[config.mk]
export PLATFORM = sky130hd
export DESIGN_NAME = wavetable_voice_scheduler
export DESIGN_NICKNAME = d
export VERILOG_FILES = /design/src/rtl/wavetable_voice_scheduler.sv
export SDC_FILE = /design/constraint.sdc
export NUM_CORES = 1
export LEC_CHECK = 0
export BUFFER_PORTS_ARGS = -buffer_cell sky130_fd_sc_hd__buf_2
export CAP_MARGIN = 10
export CORE_MARGIN = 2
export CORE_UTILIZATION = 50
export DETAILED_ROUTE_END_ITERATION = 7
export PLACE_DENSITY = 0.83
export SETUP_SLACK_MARGIN = 0.4
export SKIP_LAST_GASP = 1
export SYNTH_ARGS = -nofsm -noshare
export SYNTH_HDL_FRONTEND = slang
export SYNTH_SLANG_ARGS = --single-unit
[constraint.sdc]
create_clock -name clk_in -period 2.7 [get_ports clk_in]
set_input_delay 0 -clock clk_in [delete_from_list [all_inputs] [get_ports clk_in]]
set_output_delay 0 -clock clk_in [all_outputs]
set_load 0.1 [all_outputs]
[src/rtl/wavetable_voice_scheduler.sv]
// Shares the wavetable BRAM read port among NUM_VOICES voices and mixes their samples once per tick.
// Define MIX_SATURATE_EN for a saturating offset mix instead of the default averaging mix.
module wavetable_voice_scheduler #(
  parameter int NUM_VOICES   = 4,
  parameter int PHASE_WIDTH  = 32,
  parameter int ADDR_WIDTH   = 16,
  parameter int DATA_WIDTH   = 8,
  parameter int BRAM_LATENCY = 2
) (
  input  logic                              clk_in,
  input  logic                              rst_in,
  input  logic                              sample_tick_in,
  input  logic [NUM_VOICES-1:0]             voice_active_in,
  input  logic [NUM_VOICES*PHASE_WIDTH-1:0] phase_in,
  output logic [ADDR_WIDTH-1:0]             bram_addr_out,
  input  logic [DATA_WIDTH-1:0]             bram_data_in,
  output logic [DATA_WIDTH-1:0]             sample_out,
  output logic                              sample_valid_out,
  output logic                              busy_out,
  output logic                              overrun_out
);

  localparam int LOG2V = $clog2(NUM_VOICES);
  localparam int ACC_W = DATA_WIDTH + LOG2V + 1;
  localparam logic [DATA_WIDTH-1:0] MID = DATA_WIDTH'(1) << (DATA_WIDTH - 1);
  localparam logic [BRAM_LATENCY-1:0] LAST_MASK = BRAM_LATENCY'(1) << (BRAM_LATENCY - 1);

  typedef enum logic [1:0] {IDLE, ISSUE, DRAIN, DONE} state_t;

  state_t                         state_q, state_d;
  logic [LOG2V-1:0]               idx_q, idx_d;
  logic [NUM_VOICES*ADDR_WIDTH-1:0] snapAddr_q, snapAddr_d;
  logic [NUM_VOICES-1:0]          snapActive_q, snapActive_d;
  logic [ADDR_WIDTH-1:0]          addr_q, addr_d;
  logic signed [ACC_W-1:0]        acc_q, acc_d;
  logic [BRAM_LATENCY-1:0]        tagValid_q, tagValid_d;
  logic [BRAM_LATENCY-1:0]        tagActive_q, tagActive_d;
  logic [DATA_WIDTH-1:0]          sample_q, sample_d;
  logic                           valid_q, valid_d;
  logic                           overrun_q, overrun_d;

  logic signed [ACC_W-1:0] dataExt, midExt, contrib, mixSum;
  logic [DATA_WIDTH-1:0]   mix;
  logic [LOG2V-1:0]        idxNext;
  logic                    unusedPhaseBits;

  assign unusedPhaseBits = ^phase_in;
  assign dataExt = ACC_W'(bram_data_in);
  assign midExt  = ACC_W'(MID);
  assign idxNext = idx_q + 1'b1;

  // Per-voice contribution and final mix arithmetic; mix is taken from the accumulator's next value
  // so the voice exiting the tag pipeline on the DRAIN->DONE edge is included.
  always_comb begin
    contrib = '0;
    mix     = '0;
    mixSum  = '0;
`ifdef MIX_SATURATE_EN
    if (tagActive_q[BRAM_LATENCY-1]) contrib = dataExt - midExt;
    mixSum = acc_d + midExt;
    if (mixSum < 0)
      mix = '0;
    else if (mixSum > ACC_W'({DATA_WIDTH{1'b1}}))
      mix = '1;
    else
      mix = mixSum[DATA_WIDTH-1:0];
`else
    contrib = tagActive_q[BRAM_LATENCY-1] ? dataExt : midExt;
    mix     = acc_d[LOG2V +: DATA_WIDTH];
`endif
  end

  always_comb begin
    state_d      = state_q;
    idx_d        = idx_q;
    snapAddr_d   = snapAddr_q;
    snapActive_d = snapActive_q;
    addr_d       = addr_q;
    acc_d        = acc_q;
    sample_d     = sample_q;
    valid_d      = 1'b0;
    overrun_d    = overrun_q;
    tagValid_d   = '0;
    tagActive_d  = '0;
    for (int k = 1; k < BRAM_LATENCY; k++) begin
      tagValid_d[k]  = tagValid_q[k-1];
      tagActive_d[k] = tagActive_q[k-1];
    end

    if (tagValid_q[BRAM_LATENCY-1]) acc_d = acc_q + contrib;
    if (sample_tick_in && state_q != IDLE) overrun_d = 1'b1;

    case (state_q)
      IDLE: begin
        if (sample_tick_in) begin
          for (int v = 0; v < NUM_VOICES; v++)
            snapAddr_d[v*ADDR_WIDTH +: ADDR_WIDTH] =
              phase_in[v*PHASE_WIDTH + PHASE_WIDTH - ADDR_WIDTH +: ADDR_WIDTH];
          snapActive_d = voice_active_in;
          addr_d       = phase_in[PHASE_WIDTH-1 -: ADDR_WIDTH];
          acc_d        = '0;
          idx_d        = '0;
          state_d      = ISSUE;
        end
      end
      ISSUE: begin
        tagValid_d[0]  = 1'b1;
        tagActive_d[0] = snapActive_q[idx_q];
        if (idx_q == LOG2V'(NUM_VOICES - 1)) begin
          state_d = DRAIN;
        end else begin
          idx_d  = idxNext;
          addr_d = snapAddr_q[idxNext*ADDR_WIDTH +: ADDR_WIDTH];
        end
      end
      DRAIN: begin
        // Only the final stage may still hold a tag; it is accumulated on this same edge.
        if ((tagValid_q & ~LAST_MASK) == '0) begin
          sample_d = mix;
          valid_d  = 1'b1;
          state_d  = DONE;
        end
      end
      DONE:    state_d = IDLE;
      default: state_d = IDLE;
    endcase
  end

  always_ff @(posedge clk_in) begin
    if (rst_in) begin
      state_q      <= IDLE;
      idx_q        <= '0;
      snapAddr_q   <= '0;
      snapActive_q <= '0;
      addr_q       <= '0;
      acc_q        <= '0;
      tagValid_q   <= '0;
      tagActive_q  <= '0;
      sample_q     <= MID;
      valid_q      <= 1'b0;
      overrun_q    <= 1'b0;
    end else begin
      state_q      <= state_d;
      idx_q        <= idx_d;
      snapAddr_q   <= snapAddr_d;
      snapActive_q <= snapActive_d;
      addr_q       <= addr_d;
      acc_q        <= acc_d;
      tagValid_q   <= tagValid_d;
      tagActive_q  <= tagActive_d;
      sample_q     <= sample_d;
      valid_q      <= valid_d;
      overrun_q    <= overrun_d;
    end
  end

  assign bram_addr_out    = addr_q;
  assign sample_out       = sample_q;
  assign sample_valid_out = valid_q;
  assign busy_out         = (state_q != IDLE);
  assign overrun_out      = overrun_q;

endmodule

# == After elaboration in Yosys (flattened, before gate mapping) ==
# Index checks and enable logic that the tools add are counted.
# totals
elab_cells,55
output_inout_bits,27
input_bits,143
ff_bits,113
# classes
muxes,18
bitwise_logic,2
addsub,2
n_lt_le_gt_ge,1
n_reduce_logical,11
n_eq_ne,8
shifts,1
# ops
op,count
$shiftx A64 B7 Y16,1
$mux W11,3
$mux W16,2
$pmux W16 S2,1
$add A11 B9 Y11,1
$mux W2,5
$mux W8,1
$ne A2 B2 Y1 const B,4
$pmux W2 S4,1
$eq A2 B2 Y1 const B,3
$reduce_and A3 Y1,2
$logic_not A2 Y1,2
$pmux W2 S2,1
$reduce_and A2 Y1,2
$reduce_bool A2 Y1,2
$reduce_or A2 Y1,2
$lt A2 B3 Y1 const B,1
$mux W1,3
$add A2 B1 Y2 const B,1
$bmux W1 S2,1
$eq A2 B1 Y1 const B,1
$not A1 Y1,2
$logic_and A1 B1 Y1,1

# == Longest topological paths before layout ==
# Gate-level depths: netlist of run 1.
# logic_depth
word_depth,5
mapped_depth,9

# == Worst setup path after synthesis of run 1 ==
# Ideal clock, no wire load.
# synth_timing
path_kind,register -> register
start,register tagActive_q[1]
end,"register sample_q[6], in the netlist sample_out[6]"
n_path_buf,0
arrival_ns,1.905
stages_incl_launch_ff,10
slack_ns,0.674
cell_sequence,dfxtp_1 -> and2_1 -> ha_1 -> inv_1 -> fa_1 -> nor2b_4 -> o311a_1 -> o41a_1 -> xnor2_1 -> o21ai_1
# synth_via
elab_chain_cells,5
# synth_lines
item,line,source
"start, declared",37,"logic [BRAM_LATENCY-1:0] tagActive_q, tagActive_d;"
"start signal, assigned",150,tagActive_q <= tagActive_d;
$mux W8 *,68,contrib = tagActive_q[BRAM_LATENCY-1] ? dataExt : midExt;
$add A11 B9 Y11 *,90,if (tagValid_q[BRAM_LATENCY-1]) acc_d = acc_q + contrib;
$mux W11 *,90,
$mux W11,95,if (sample_tick_in) begin
$mux W11 *,93,case (state_q)
"end signal, assigned",151,sample_q <= sample_d;
"end, declared",38,"logic [DATA_WIDTH-1:0] sample_q, sample_d;"
# Every way passes the cells marked *; elsewhere a longest branch is shown, timed or not.
# A chain may end at the register's enable or synchronous reset.

# == Final worst setup path of run 1 ==
# Ends and elaborated chain as after synthesis.

==> flow_summary.yaml, run 1 <==
status:
  status: "finished clean"
power:
  power.total_mw: 6.11
  power.density_mw_per_mm2: 947
  combinationalPowerShare_pct: 47.7
  vdd_drop_max_v: 0.000502
  power.switching_mw: 2.88
  power.share.sequential_pct: 36.0
  internal_power_mw: 3.23
  p_leak_nw: 2.66
  clockPowerShare_pct: 16.3
  switching_share_pct: 47.2
drt:
  first_pass_iters: 5
  drt_iter0_drc: 289
  ant_nets: 0
  vias: 4486
  drc: 0
  avgViaCountPerCell: 5.30
  routed_wirelength_um: 13000
  wire_per_inst_um: 15.4
logic_synthesis:
  synth_top_area_share_pct: 45.2
  syn_avg_cell_area_um2: 8.96
  syn_inst: 554
  synth_fp_nets: 710
  ys_ff_latch: 112
  synth_ff_type: "dfxtp_1"
  ys_warn_count: 0
  yosysUniqueCellTypes: 53
  seq_area_frac_synth_pct: 45.2
  ys_top_cells_by_area: "dfxtp_1 45%, nand2_1 11%, a21oi_1 8.0%"
  syn_area_mm2: 0.00496
  synth_top_cell_by_area: "dfxtp_1"
  synth-edff-count: 0
  synthArstFlopShare_pct: 0
finish:
  drive_gt1_share_pct: 23.0
  final_area_mm2: 0.00645
  diodes: 0
  finalNetCount: 865
  nFillCells: 739
  area_growth_pct: 29.9
  final_cells: 847
setup_path:
  worst_ep_arrival_time_ns: 2.45
  r2r_setup_slack_ns: 0.52
  cp_top_family: "compound AO/OA/AOI/OAI gates"
  crit_cells: 9
  endpoint: "sample_out[6]"
  end_kind: "register"
  path_cells: "and2_1, ha_1, inv_1, fa_2, nor2b_4, o311a_1, o41a_1, xnor2_1, o21ai_1"
  start_kind: "register"
  r2r_cells: 9
  cp_max_fo: 8
  crit_buf_inv: 1
  r2r-end: "sample_out[6]"
  regToRegStartpoint: "tagActive_q[1]"
  critPathRequiredTime_ns: 2.98
  slowest_stage: "o41a_1"
  critPathKind: "reg2reg"
  cpPeakStageDelay_ns: 0.39
  worst_setup_path_startpoint: "tagActive_q[1]"
clock_tree:
  cts_buffers: 9
  clk_latency_ns: 0.38
  clock-sinks: 112
  ctsLongestPathBuffers: 2
  cts_tree: "yes"
  htreeDepth: 3
  clk_pin_slew_ns: 0.11
  post_cts_buffers: 0
  cts-root-buf: "clkbuf_8"
hold_path:
  hold_path_class: "in2reg"
  min_from: "rst_in"
global_routing:
  track_usage_pct: 24.8
  overflow: 0
  grt_pass1_wl_um: 21800
  grt_pass1_vias: 4562
  antenna_found_initial: 0
  grt_max_degree: 69
placement:
  globalplace.congestion: 0.873
  dpl.cell_count: 762
  portBuffers: 105
  dpl.hpwl_um: 8140
  placed_area_mm2: 0.00556
sta:
  tns_ns: 0
  slew_headroom_pct: 50.2
  finalSetupViolations: 0
  fmax_mhz: 459
  timing.hold.ws_ns: 0.0772
  period_needed_ns: 2.18
  rsz0062_at_grt: "no"
  finalClockSkew_ns: 0.0122
  period_share_pct: 80.7
  maxSlewViolCount: 0
  hold_viol: 0
  tightestPinTransition_ns: 0.746
floorplan:
  die_w_um: 104
  placeableCoreArea_mm2: 0.00968
  die_area_mm2: 0.0107
  die_h_um: 104
  io_pins: 170
  fp-row-count: 36
  initial_core_util_pct: 51.3
flow_run:
  drv_cap: 0
## Yosys cell counts, drive strengths merged, types with 2 or more instances
master,count
a211oi,19
a21o,5
a21oi,81
and2,9
buf,13
clkbuf,25
dfxtp,112
ha,12
inv,8
mux2i,21
mux4,17
nand2,145
nand2b,3
nand3,5
nand3b,2
nand4,2
nor2,31
nor2b,6
nor3,6
o21a,3
o21ai,4
xnor2,3
## state kept, by name, summed over array words and instances (netlist names), 2 cells and up
name	flops
acc_q	10
bram_addr_out	16
idx_q	2
sample_out	8
snapActive_q	4
snapAddr_q	64
state_q	2
tagActive_q	2
tagValid_q	2
## metal layers
layer	vias up	part of all wire (%)	track usage (%)
met4	0	1.7	7.43
met1	2095	44	31.9
met2	151	49	42.6
met5	-	0	0
met3	21	5.2	4.34
li1	2219	-	-
## per-stage QoR
stage,utilization (%),setup slack (ns)
2_1_floorplan,-,0.674
3_5_place_dp,57.4,0.457
4_1_cts,66.6,0.437
5_1_grt,66.6,0.408
3_3_place_gp,57.4,0.491
6_report,66.6,0.522
## cell type report
type / instances / area, um^2 / area share, %
Timing Repair Buffer: 182 / 1300 / 20.2
Clock buffer: 9 / 124 / 1.92
Multi-Input combinational cell: 396 / 2510 / 38.9
Sequential cell: 112 / 2240 / 34.8
Tap cell: 133 / 166 / 2.58
Inverter: 8 / 30.0 / 0.465
Clock inverter: 7 / 72.6 / 1.12
## power groups by stage
stage | clock (mW) | sequential, mW | combinational (mW)
6_report | 0.995 | 2.20 | 2.91
3_3_place_gp | 0 | 2.20 | 2.76
3_5_place_dp | 0 | 2.23 | 2.81
5_1_grt | 1.08 | 2.24 | 3.13
4_1_cts | 1.00 | 2.19 | 2.89
2_1_floorplan | 0 | 3.01 | 1.47
## cells by family after synthesis
logic type	count (synthesis)	synth area share (%)
mux	39	12.2
fa+ha+maj	13	3.43
buf+inv	46	4.36
compound gates	124	15.4
simple gates	217	19.0
flops	112	45.2
xor+xnor	3	0.529
## worst min path at each step
stage / to / slack, ns / cells past startpoint
finish: sample_out[0] / 0.08 / 2
floorplan: snapActive_q[0] / 0.14 / 2
detailed placement: snapAddr_q[50] / 0.25 / 3
global route: sample_out[2] / 0.11 / 2
CTS: sample_out[0] / 0.08 / 2
global placement: snapAddr_q[26] / 0.24 / 3
## what timing repair did
| item | in CTS | in global routing |
|---|---|---|
| endpoints found under the hold margin | 79 | 0 |
| setup endpoints to repair | 0 | 6 |
| gates resized for setup | 0 | 2 |
| hold buffers | 69 | 0 |
## placed cells by master, fill, tap and decap left out, types with 3 or more instances in the layout
cell type,synthesis,final
o21a_1,3,3
nor2_1,31,31
a211oi_1,19,19
a21o_1,3,3
o21ai_0,3,3
mux2i_1,21,21
inv_1,8,8
nand2_1,145,144
nand3_1,5,5
xnor2_1,3,3
nor3_1,6,6
nor2b_1,5,5
dlygate4sd3_1,0,69
buf_2,9,104
mux4_2,17,17
dfxtp_1,112,111
clkbuf_8,1,9
ha_1,12,12
and2_1,8,8
a21oi_1,79,79
nand2b_1,3,3
buf_4,2,7
Power figures use the tool's default switching activity.
==> run 2, diff against run 1 <==
Settings changed: ABC_AREA from default to 1, PLACE_DENSITY 0.83 to 0.82.
Clock period 2.7 ns to 2.1 ns, I/O delays scaled along.
==> flow_summary.yaml, run 2 <==
power:
  p_leak_nw: 2.99
  clockPowerShare_pct: 11.5
  internal_power_mw: 4.79
  power.total_mw: 9.69
  switching_share_pct: 50.6
  power.share.sequential_pct: 32.2
  vdd_drop_max_v: 0.000769
  power.density_mw_per_mm2: 1410
  combinationalPowerShare_pct: 56.2
  power.switching_mw: 4.90
finish:
  final_util_pct: 70.4
  regMostFlops: "snapAddr_q"
  drive_gt1_share_pct: 24.2
  nFillCells: 760
  most-common-layout-cells: "195 x nor2_1, 126 x o21ai_0, 109 x dfxtp_1, 105 x buf_2, 69 x dlygate4sd3_1"
  final_cells: 1017
  largest_reg_flops: 64
  layout_commonest_cell: "nor2_1"
  area_growth_pct: 36.4
  finalNetCount: 1036
  diodes: 0
setup_path:
  cp_max_fo: 3
  end_kind: "register"
  r2r_cells: 13
  start_kind: "register"
  regToRegStartpoint: "tagActive_q[1]"
  worst_ep_arrival_time_ns: 2.04
  slowest_stage: "dfxtp_2"
  cpPeakStageDelay_ns: 0.37
  r2r_setup_slack_ns: 0.32
  critPathRequiredTime_ns: 2.35
  critPathKind: "reg2reg"
  path_cells: "nand2_2, inv_2, ha_4, inv_2, fa_2, inv_2, nand2_2, nand3_4, nand3b_1, nand3_1, nand3_2, nand2_2, a21oi_1"
  r2r-end: "sample_out[4]"
hold_path:
  hold_path_class: "in2reg"
  min_delay_path_depth: 3
  min_to: "acc_q[9]"
  min_from: "rst_in"
sta:
  hold_viol: 0
  finalWorstSetupSlack_ns: 0.317
  rsz0062_at_grt: "yes"
  finalClockSkew_ns: 0.0117
  period_needed_ns: 1.78
  period_share_pct: 84.9
  tns_ns: 0
  tightestPinTransition_ns: 0.707
  maxSlewViolCount: 0
  finalSetupViolations: 0
  fmax_mhz: 561
  slew_headroom_pct: 52.8
logic_synthesis:
  synth_top_area_share_pct: 44.4
  synth-edff-count: 0
  ys_ff_latch: 112
  synth.most_common_cell: "nor2_1"
  syn_area_mm2: 0.00505
  syn_avg_cell_area_um2: 7.05
  synth.mux.area_fraction_pct: 0
  synth_ff_type: "dfxtp_1"
  seq_area_frac_synth_pct: 44.4
  synthAdderAreaFrac_pct: 3.37
  ys_top_cells_by_area: "dfxtp_1 44%, nor2_1 15%, o21ai_0 13%"
  synthArstFlopShare_pct: 0
  synth_xor_area_share_pct: 0.174
  synth_top_cell_by_area: "dfxtp_1"
  synth_fp_nets: 872
  syn_inst: 716
  synth_compound_area_share_pct: 21.1
  ys_warn_count: 0
  synthSimpleGateAreaFrac_pct: 23.4
  synth_common_cells: "197 x nor2_1, 127 x o21ai_0, 112 x dfxtp_1"
  synth_top_family_by_area: "simple AND/OR/NAND/NOR gates"
  yosysUniqueCellTypes: 30
placement:
  globalplace.congestion: 0.928
  portBuffers: 105
  dp_worst_setup_slack_ns: 0.229
  dpl.hpwl_um: 8730
  dpl.cell_count: 921
clock_tree:
  cts_buffers: 9
  cts_tree: "yes"
  ctsLongestPathBuffers: 2
  clock-sinks: 112
  clk_pin_slew_ns: 0.10
  htreeDepth: 3
  cts-root-buf: "clkbuf_8"
  clk_latency_ns: 0.37
drt:
  drt_iter0_drc: 443
  ant_nets: 0
  drc: 0
  first_pass_iters: 5
  avgViaCountPerCell: 5.36
  wire_per_inst_um: 14.8
  routed_wirelength_um: 15000
  vias: 5455
floorplan:
  die_h_um: 104
  placeableCoreArea_mm2: 0.00977
  die_w_um: 104
  fp-row-count: 36
  io_pins: 170
  die_area_mm2: 0.0109
  initial_core_util_pct: 51.6
flow_run:
  drv_cap: 0
global_routing:
  grt_max_degree: 74
  track_usage_pct: 26.6
  antenna_found_initial: 0
  grt_pass1_wl_um: 24000
  grt_pass1_vias: 5194
  overflow: 0
status:
  status: "finished clean"
-- run 2: cell count changes after synthesis, moves of 10 or more --
cell,before,now
clkbuf_1,24,34
a211oi_1,19,1
inv_1,8,44
a21oi_1,79,37
nor2_1,31,197
mux2i_1,21,0
nand3_1,5,18
mux4_2,17,0
o21ai_0,3,127
o22ai_1,0,16
nand2_1,145,77
-- run 2: how the worst max path moves through the flow --
stage                    from                end  slack (ns)  depth (start not counted)
4_1_cts        tagActive_q[1]      sample_out[6]        0.32                         14
2_1_floorplan      state_q[1]  bram_addr_out[10]        0.32                          9
3_3_place_gp   tagActive_q[1]      sample_out[6]        0.29                         14
3_5_place_dp   tagActive_q[1]      sample_out[6]        0.23                         14
5_1_grt        tagActive_q[1]      sample_out[4]        0.21                         14
6_report       tagActive_q[1]      sample_out[4]        0.32                         13
-- run 2: kinds of logic after synthesis --
| kind of cell | after synthesis |
|---|---|
| buffers and inverters | 92 |
| AO/OA/AOI/OAI | 196 |
| AND/OR/NAND/NOR | 302 |
| adder cells (fa/ha/maj) | 13 |
| XOR/XNOR | 1 |
| flip-flops | 112 |
-- run 2: worst max-delay path, delay by kind of cell (launching register included) --
family,cells,cell delay [ns]
AO/OA/AOI/OAI,1,0.06
buffers and inverters,3,0.15
adder cells (fa/ha/maj),2,0.47
AND/OR/NAND/NOR,7,0.61
flip-flops,1,0.37
-- run 2: what timing repair did --
| item | in CTS | in global routing |
|---|---|---|
| resized for setup | 19 | 45 |
| endpoints found under the hold margin | 84 | 0 |
| cloned | 0 | 1 |
| endpoints found under the setup margin | 30 | 66 |
| setup buffers | 1 | 10 |
| pin swaps | 6 | 18 |
| hold buffers | 69 | 0 |
-- run 2: routing by layer --
layer | wire (um) | vias up | GRT usage, %
met5 | 0 | - | 0
met4 | 493 | 0 | 9.75
met3 | 997 | 49 | 5.58
met2 | 7320 | 260 | 44.5
met1 | 6220 | 2491 | 33.6
li1 | - | 2655 | -
-- run 2: cell type report --
| class | instances | area (um^2) | area share (%) |
|---|---|---|---|
| tap | 133 | 166 | 2.42 |
| timing repair buffer | 198 | 1450 | 21.0 |
| multi-input combinational | 512 | 2670 | 38.8 |
| clock buffer | 12 | 135 | 1.96 |
| inverter | 46 | 194 | 2.82 |
| clock inverter | 3 | 20.0 | 0.291 |
| timing repair inverter | 1 | 5.00 | 0.0727 |
| sequential | 112 | 2250 | 32.6 |
-- run 2: power by group through the flow --
stage	Sequential [mW]	Clock [mW]	Combinational, mW
5_1_grt	3.17	1.23	5.87
4_1_cts	3.07	1.14	4.87
6_report	3.12	1.12	5.45
2_1_floorplan	4.47	0	2.46
3_5_place_dp	3.11	0	4.72
3_3_place_gp	3.08	0	4.63
-- run 2: metrics by stage --
stage                     hold WS (ns)  cell area (um^2)
final                           0.0694              6890
after global routing            0.0645              6890
after CTS                       0.0595              6640
after detailed placement         0.256              5670
after global placement           0.250              5670
after floorplan                  0.145              5090
==> run 3, diff against run 2 <==
Settings changed: ABC_AREA 1 to 0, PLACE_DENSITY 0.82 to 0.83.
Clock period 2.1 ns to 1.87 ns, I/O delays scaled along.
==> flow_summary.yaml, run 3 (synthesis gave the netlist of run 1 again) <==
status:
  status: "complete, but fails checks"
  violations: "negative setup slack"
placement:
  portBuffers: 105
  dpl.hpwl_um: 8320
  placed_area_mm2: 0.00576
  globalplace.congestion: 0.919
  dp_worst_setup_slack_ns: -0.168
drt:
  vias: 5066
  wire_per_inst_um: 18.3
  drc: 0
  routed_wirelength_um: 16100
  ant_nets: 0
  first_pass_iters: 7
  drt_iter0_drc: 375
  avgViaCountPerCell: 5.74
power:
  combinationalPowerShare_pct: 51.6
  power.density_mw_per_mm2: 1400
  vdd_drop_max_v: 0.000849
  p_leak_nw: 2.89
  power.switching_mw: 4.62
  power.share.sequential_pct: 32.2
  switching_share_pct: 46.4
  power.total_mw: 9.96
  internal_power_mw: 5.33
  clockPowerShare_pct: 16.2
hold_path:
  hold_path_class: "in2reg"
  min_to: "sample_out[0]"
  min_from: "rst_in"
  min_delay_path_depth: 2
global_routing:
  grt_max_degree: 69
  overflow: 0
  track_usage_pct: 27.5
  grt_pass1_wl_um: 24100
  antenna_found_initial: 0
  grt_pass1_vias: 5041
setup_path:
  cp_max_fo: 7
  regToRegStartpoint: "tagActive_q[1]"
  slowest_stage: "dfxtp_4"
  end_kind: "register"
  cpPeakStageDelay_ns: 0.38
  critPathKind: "reg2reg"
  r2r_setup_slack_ns: -0.17
  worst_ep_arrival_time_ns: 2.30
  critPathRequiredTime_ns: 2.12
  path_cells: "and2_4, ha_4, inv_2, fa_2, nor2b_4, o311a_1, o41a_1, xnor2_2, nor2_1"
  start_kind: "register"
  r2r-end: "acc_q[8]"
  r2r_cells: 9
floorplan:
  initial_core_util_pct: 51.3
  die_h_um: 104
  die_area_mm2: 0.0107
  die_w_um: 104
  fp-row-count: 36
  placeableCoreArea_mm2: 0.00968
  io_pins: 170
finish:
  final_area_mm2: 0.00712
  largest_reg_flops: 64
  drive_gt1_share_pct: 32.1
  diodes: 0
  finalNetCount: 901
  area_growth_pct: 43.4
  layout_commonest_cell: "nand2_1"
  most-common-layout-cells: "142 x nand2_1, 107 x dfxtp_1, 103 x buf_2, 76 x a21oi_1, 69 x dlygate4sd3_1"
  regMostFlops: "snapAddr_q"
clock_tree:
  cts_buffers: 9
  clock-sinks: 112
  cts-root-buf: "clkbuf_8"
  ctsLongestPathBuffers: 2
  cts_tree: "yes"
  htreeDepth: 3
  clk_pin_slew_ns: 0.11
  clk_latency_ns: 0.38
sta:
  period_needed_ns: 2.04
  fmax_mhz: 490
  finalSetupViolations: 13
  tightestPinTransition_ns: 0.545
  tns_ns: -1.38
  rsz0062_at_grt: "yes"
  hold_viol: 0
  timing.hold.ws_ns: 0.0430
  slew_headroom_pct: 63.9
  finalWorstSetupSlack_ns: -0.171
  finalClockSkew_ns: 0.0241
  period_share_pct: 109
  maxSlewViolCount: 0
flow_run:
  drv_cap: 0
## run 3: cell types whose count changed in the layout (fill, tap and decap cells not counted), moves of 15 or more
| cell | change |
|---|---|
| nor2_1 | -165 |
| o21ai_0 | -124 |
| nand2_1 | +79 |
| a21oi_1 | +41 |
| inv_1 | -24 |
| mux4_2 | +17 |
| mux2i_1 | +16 |
| o22ai_1 | -16 |
| a211oi_1 | +15 |
| buf_4 | +15 |
## run 3: cell type report
| cell class | count | area (um^2) |
|---|---|---|
| well taps | 133 | 166 |
| repair buffers | 218 | 1700 |
| multi-input cells | 396 | 2730 |
| clock inverters | 7 | 108 |
| flip-flops and latches | 112 | 2260 |
| clock buffers | 9 | 124 |
| inverters | 8 | 36.3 |
| fillers | 618 | 2570 |
## run 3: critical path: cells and delay by family, from the launching register on
kind | cells | cell delay, ns
xor+xnor | 1 | 0.17
buf+inv | 1 | 0.06
compound gates | 2 | 0.67
flops | 1 | 0.38
fa+ha+maj | 2 | 0.39
simple gates | 3 | 0.25
## run 3: power by group through the flow
stage	registers (mW)	logic, mW	clock network, mW
2_1_floorplan	4.35	2.22	0
3_3_place_gp	3.17	4.15	0
3_5_place_dp	3.21	4.23	0
4_1_cts	3.16	4.62	1.60
5_1_grt	3.25	5.39	1.71
6_report	3.21	5.13	1.61
## run 3: routing by layer
metal	vias up	share of wire, %	global-route usage (%)
li1	2289	-	-
met4	0	4.0	11.7
met1	2380	38	33.3
met5	-	0	0
met3	61	7.9	4.59
met2	336	50	48.5
## run 3: what timing repair did
item	CTS	global route
endpoints found under the setup margin	45	91
hold buffers	69	0
setup buffers	9	7
gates resized for setup	30	19
pin swaps	27	13
cloned	2	3
endpoints found under the hold margin	78	0
## run 3: how the worst max path moves through the flow
stage               slack (ns)            from             to
finish                   -0.17  tagActive_q[1]       acc_q[8]
CTS                      -0.12  tagActive_q[1]       acc_q[8]
global placement         -0.14  tagActive_q[1]       acc_q[8]
global route             -0.24  tagActive_q[1]       acc_q[8]
detailed placement       -0.17  tagActive_q[1]       acc_q[8]
floorplan                -0.07  tagActive_q[1]  sample_out[6]
## run 3: metrics by stage
stage	cells	utilization, %
4_1_cts	873	71.6
3_5_place_dp	777	59.5
3_3_place_gp	777	59.5
2_1_floorplan	554	-
6_report	883	73.5
5_1_grt	883	73.5
